--- src/rtl/count_wrap_monitor.sv ---
// Monitors an upstream 4-bit up counter: counts wraps, flags broken sequences and raises a threshold irq.
// Optional macro CWM_WRAP_SATURATE_EN makes wrap_cnt saturate at all-ones instead of rolling over.
module count_wrap_monitor #(
    parameter int WRAP_W = 8
) (
    input  logic              clk,
    input  logic              reset,
    input  logic [3:0]        count_in,
    input  logic              count_vld,
    input  logic [3:0]        thresh,
    input  logic              thresh_load,
    input  logic              arm,
    input  logic              irq_ack,
    output logic              irq,
    output logic              wrap_pulse,
    output logic [WRAP_W-1:0] wrap_cnt,
    output logic              seq_err,
    output logic [1:0]        state
);

    typedef enum logic [1:0] {
        IDLE  = 2'b00,
        ARMED = 2'b01,
        FIRED = 2'b10
    } state_t;

    state_t     cur, nxt;
    logic [3:0] prev;
    logic [3:0] thr;
    logic       prev_ok;
    logic       hit;
    logic       wrap;
    logic       brk;

    // Only samples following an initialised prev can hit, wrap or break the sequence.
    always_comb begin
        hit  = count_vld && prev_ok && (count_in == thr);
        wrap = count_vld && prev_ok && (prev == 4'hF) && (count_in == 4'h0);
        brk  = count_vld && prev_ok && (count_in != prev) && (count_in != prev + 4'd1);
    end

    always_comb begin
        nxt = cur;
        case (cur)
            IDLE:    if (arm)     nxt = ARMED;
            ARMED:   if (hit)     nxt = FIRED;
            FIRED:   if (irq_ack) nxt = IDLE;
            default:              nxt = IDLE;
        endcase
    end

    always_ff @(posedge clk) begin
        if (reset) begin
            cur        <= IDLE;
            irq        <= 1'b0;
            wrap_pulse <= 1'b0;
            wrap_cnt   <= '0;
            seq_err    <= 1'b0;
            prev       <= 4'h0;
            prev_ok    <= 1'b0;
            thr        <= 4'hF;
        end else begin
            cur        <= nxt;
            irq        <= (nxt == FIRED);
            wrap_pulse <= wrap;
`ifdef CWM_WRAP_SATURATE_EN
            if (wrap && (wrap_cnt != '1)) wrap_cnt <= wrap_cnt + WRAP_W'(1);
`else
            if (wrap) wrap_cnt <= wrap_cnt + WRAP_W'(1);
`endif
            if (brk) seq_err <= 1'b1;
            if (count_vld) begin
                prev    <= count_in;
                prev_ok <= 1'b1;
            end
            if (thresh_load) thr <= thresh;
        end
    end

    assign state = cur;

endmodule

--- config.mk ---
export PLATFORM = sky130hd
export DESIGN_NAME = count_wrap_monitor
export DESIGN_NICKNAME = d
export VERILOG_FILES = /design/src/rtl/count_wrap_monitor.sv
export SDC_FILE = /design/constraint.sdc
export NUM_CORES = 1
export LEC_CHECK = 0
export ABC_AREA = 1
export BUFFER_PORTS_ARGS = -buffer_cell sky130_fd_sc_hd__buf_2
export CORE_MARGIN = 5
export CORE_UTILIZATION = 47
export DETAILED_ROUTE_END_ITERATION = 8
export GPL_ROUTABILITY_DRIVEN = 0
export HOLD_SLACK_MARGIN = 0.1
export PLACE_DENSITY = 0.78
export SETUP_SLACK_MARGIN = 0.5
export SYNTH_ARGS = -nofsm -noshare
export SYNTH_HDL_FRONTEND = slang
export SYNTH_SLANG_ARGS = --single-unit
--- constraint.sdc ---
create_clock -name clk -period 1.3 [get_ports clk]
set_input_delay 0.195 -clock clk [delete_from_list [all_inputs] [get_ports clk]]
set_output_delay 0.195 -clock clk [all_outputs]
set_load 0.01 [all_outputs]
==> Word-level counts from Yosys, hierarchy flattened <==
Cells that the tools add are included.
{ "totals": {"ff_bits": 22, "in_bits": 14, "elab_cells": 29} }
{ "op_classes": {"addsub": 2, "n_eq_ne": 7, "n_mux": 4, "reduce_logical": 8} }
{ "ops": {"columns": ["op", "n"], "rows": [
  ["8-bit by 1-bit adder with 8-bit output, second input constant", 1],
  ["4-bit != test", 2],
  ["1-bit logical AND", 6],
  ["2-bit 2-to-1 mux", 3],
  ["2-bit one-hot mux with 3 select lines", 1],
  ["4-bit by 1-bit adder with 4-bit output, second input constant", 1],
  ["2-bit equality test, second input constant", 2],
  ["4-bit equality test", 1],
  ["4-bit equality test, second input constant", 1],
  ["4-bit zero test", 1],
  ["2-bit by 1-bit equality test with 1-bit output, second input constant", 1],
  ["2-bit zero test", 1]
]} }

==> Logic depth before layout (Yosys ltp) <==
{ "logic_depth": {"ltp_word": 5, "ltp_mapped": 9, "ltp_nobuf": 9} }

==> Worst setup path after synthesis <==
No wires, ideal clock.
{ "synth_timing": {"path_kind": "register to register", "start": "register prev[0]", "end": "register wrap_cnt[7]", "t_arrival_ps": 1110, "required_ps": 1175, "path_slack_ps": 65, "stages_incl_launch_ff": 9, "path_buffers": 0, "synth_period_minus_slack_ps": 1235, "path_cell_list": "dfxtp_1 > ha_1 > nand3_1 > nor2_4 > nand2_4 > inv_6 > nand3_1 > nand2_1 > nor2_2"} }
{ "synth_between": {"elab_chain_len": 3} }
{ "synth_lines": {"columns": ["item", "line_no", "text"], "rows": [
  ["start, declared", "28", "logic [3:0] prev;"],
  ["start signal, assigned", "73", "prev <= count_in;"],
  ["4-bit equality test", "38", "wrap = count_vld && prev_ok && (prev == 4'hF) && (count_in == 4'h0);"],
  ["1-bit logical AND (2 in series)", "38", null],
  ["end signal, assigned", "69", "if (wrap) wrap_cnt <= wrap_cnt + WRAP_W'(1);"],
  ["end, declared", "16", "output logic [WRAP_W-1:0] wrap_cnt,"]
]} }
No other way between the ends.
A chain may end at the register's enable or synchronous reset.

==> Final worst setup path <==
Same ends and word-level chain as after synthesis.

==> key figures <==
Run status
  • Run status: completed

Power and ir drop
  • Pwr dens: 831 nW/um^2
  • Seq pwr share: 51.3%
  • P_int: 1.03 mW
  • Static Leak: 0.788 nW
  • Clock Power Share: 32.7%
  • Sw frac: 26.7%
  • Gate power share: 16.0%
  • Worst vdd ir: 659 uV
  • Switching pwr: 0.377 mW

Timing
  • RSZ-0062 raised after global routing: true
  • Clock Skew: 18.3 ps
  • Final worst setup slack: 50.3 ps
  • Final period util: 96.1%
  • Final Critical Period: 1250 ps
  • Slew @ Worst Pin: 323 ps
  • Final Hold Fails: 0
  • Peak Freq: 0.800 GHz
  • Final setup fails: 0
  • Final slew viol count: 0
  • Max transition margin: 78.4%

Global routing
  • Grt ovf: 0
  • Vias in the first global route: 1136
  • GR peak layer: met2
  • GR Util met2: 31.4%
  • Largest net degree at the start of global routing: 14
  • First-pass GRT wire length: 4680 um
  • Total track usage: 17.1%
  • Met3 global-route usage: 4.36%
  • Initial antenna violation count: 0
  • Grt met1 use: 19.1%

Detailed routing
  • Post-Route WL: 3050 um
  • WL/cell: 12.7 um
  • Initial DRC Count: 41
  • Vias: 1226
  • Remaining DRCs: 0
  • Vias per cell: 5.11
  • DRT Pass-1 Iters: 6
  • Final ANT Viol Nets: 0

Flow run
  • Max-Cap Viols: 0

Floorplan
  • Core ar.: 2250 um^2
  • Row count: 17
  • Full die area: 3490 um^2
  • Die width: 59.1 um
  • Die H: 59.1 um
  • Initial Utilization: 50.2%
  • I/O pin total: 27

Placed design
  • Hpwl dp: 1870 um
  • Placed cells: 216
  • DP Worst Slack: 27.2 ps
  • Port bufs: 26

Critical path
  • Critical Path Fanout Max: 5
  • Crit end category: flop
  • Worst Path Required: 1560 ps
  • Critical Path Source Type: flop
  • Crit path kind: reg -> reg
  • Critical path arrival: 1510 ps

Cells and area
  • Area of the multi-input gates: 688 um^2
  • Register area: 475 um^2
  • Most frequent cells in the layout: nand2_1 (43), inv_1 (18), dfxtp_2 (16)
  • Diodes inserted: 0
  • Final Core Density: 75.2%
  • Commonest non-fill, non-tap cell in the layout: nand2_1
  • Final Net Count: 229
  • Area grow syn2layout: 49.7%
  • Fillers: 174
  • Final cell count without fillers: 240
  • Fraction of layout cells with a size suffix above 1: 46.2%

Synth
  • Sequential area share after synthesis: 38.9%
  • Mapped cell area: 1130 um^2
  • Net Count, Synth: 179
  • Avg Inst Size Synth: 6.95 um^2
  • Mapped Cells: 163
  • Yosys reg bits: 22
  • YS warnings: 0
  • Count of different cell masters after synthesis: 20

Clocking
  • CTS Buffer Depth: 2
  • TritonCTS Buffers: 3
  • CTS tree: built
  • H-tree depth: 1
  • Clk_lat worst skew: 320 ps
  • Clk root buf: clkbuf_4
  • CTS Sinks: 22
  • Clock transition at the registers of the reported paths: 140 ps

Min path
  • Worst hold-check path type: in -> reg
==> final cells by class <==
cell class | count | share of cell area (%)
Timing Repair inverter | 1 | 0.221
Inverter | 22 | 5.17
Tap cell | 28 | 2.07
Multi-Input combinational cell | 118 | 40.6
Timing Repair Buffer | 45 | 21.1
Sequential cell | 22 | 28.0
Clock buffer | 4 | 2.80
==> worst max-delay path: stages (launching register included) <==
cell and delay [ps]:
dfxtp_4 380, ha_4 150, nand3_4 80, nor2_4 140, nand2_4 90, clkinv_4 90, nand2_2 50, nand2_2 60
nand2_2 50, nor2_2 110
==> logic make-up (layout without fill, tap and decap cells) <==
family          count (synthesis)  count (layout)  share of synthesized area, %
xor+xnor                        5               5                          3.87
flops                          22              22                          38.9
fa+ha+maj                       2               2                          2.21
buf+inv                        24              72                          9.06
compound gates                 24              24                          10.6
simple gates                   86              87                          35.4
==> sequential cells by signal, indices dropped and copies added (netlist names) <==
name        flops
wrap_cnt        8
prev            4
thr             4
state           2
irq             1
prev_ok         1
seq_err         1
wrap_pulse      1
==> Yosys cell counts, drive strengths merged <==
| cell | number | area [um^2] |
|---|---|---|
| nand3 | 12 | 60.1 |
| nor3 | 3 | 36.3 |
| a21oi | 15 | 75.1 |
| o21ai | 9 | 45.0 |
| buf | 2 | 15.0 |
| nor2 | 18 | 80.1 |
| dfxtp | 22 | 440 |
| nand2 | 51 | 209 |
| ha | 2 | 25.0 |
| xor2 | 5 | 43.8 |
| nand3b | 2 | 15.0 |
| inv | 22 | 87.6 |
==> power groups by stage <==
| stage | sequential (mW) | clock (mW) | combinational [mW] |
|---|---|---|---|
| 2_1_floorplan | 0.736 | 0 | 0.109 |
| 3_3_place_gp | 0.736 | 0 | 0.160 |
| 3_5_place_dp | 0.738 | 0 | 0.165 |
| 4_1_cts | 0.721 | 0.452 | 0.199 |
| 5_1_grt | 0.726 | 0.517 | 0.246 |
| 6_report | 0.723 | 0.461 | 0.225 |
==> worst paths after layout <==
path | from | endpoint | slack (ps) | cells past startpoint
hold reg to reg | seq_err | seq_err | 470 | 2
setup / recovery | prev[0] | wrap_cnt[7] | 50 | 9
hold / removal | thresh[0] | thr[0] | 100 | 3
setup reg to reg | prev[0] | wrap_cnt[7] | 50 | 9
==> layer usage <==
metal	vias up	wire length (um)
li1	613	-
met1	559	1250
met2	42	1560
met3	12	141
met4	0	89
met5	-	0
==> stage by stage <==
stage	instance area, um^2	power [mW]	hold slack (ps)	setup TNS (ps)
floorplan	1170	0.845	264	0
finish	1700	1.41	102	0
CTS	1580	1.37	95.8	0
global route	1700	1.49	75.4	-57.9
detailed placement	1330	0.903	413	0
global placement	1330	0.896	401	0
==> what timing repair did <==
item,4_1_cts,5_1_grt
resized for setup,24,27
gates cloned,2,0
endpoints found under the setup margin,26,29
pin swaps,6,3
hold buffers,3,1
setup buffers,11,3
hold endpoints to repair,4,2
(Power assumes the default switching activity.)
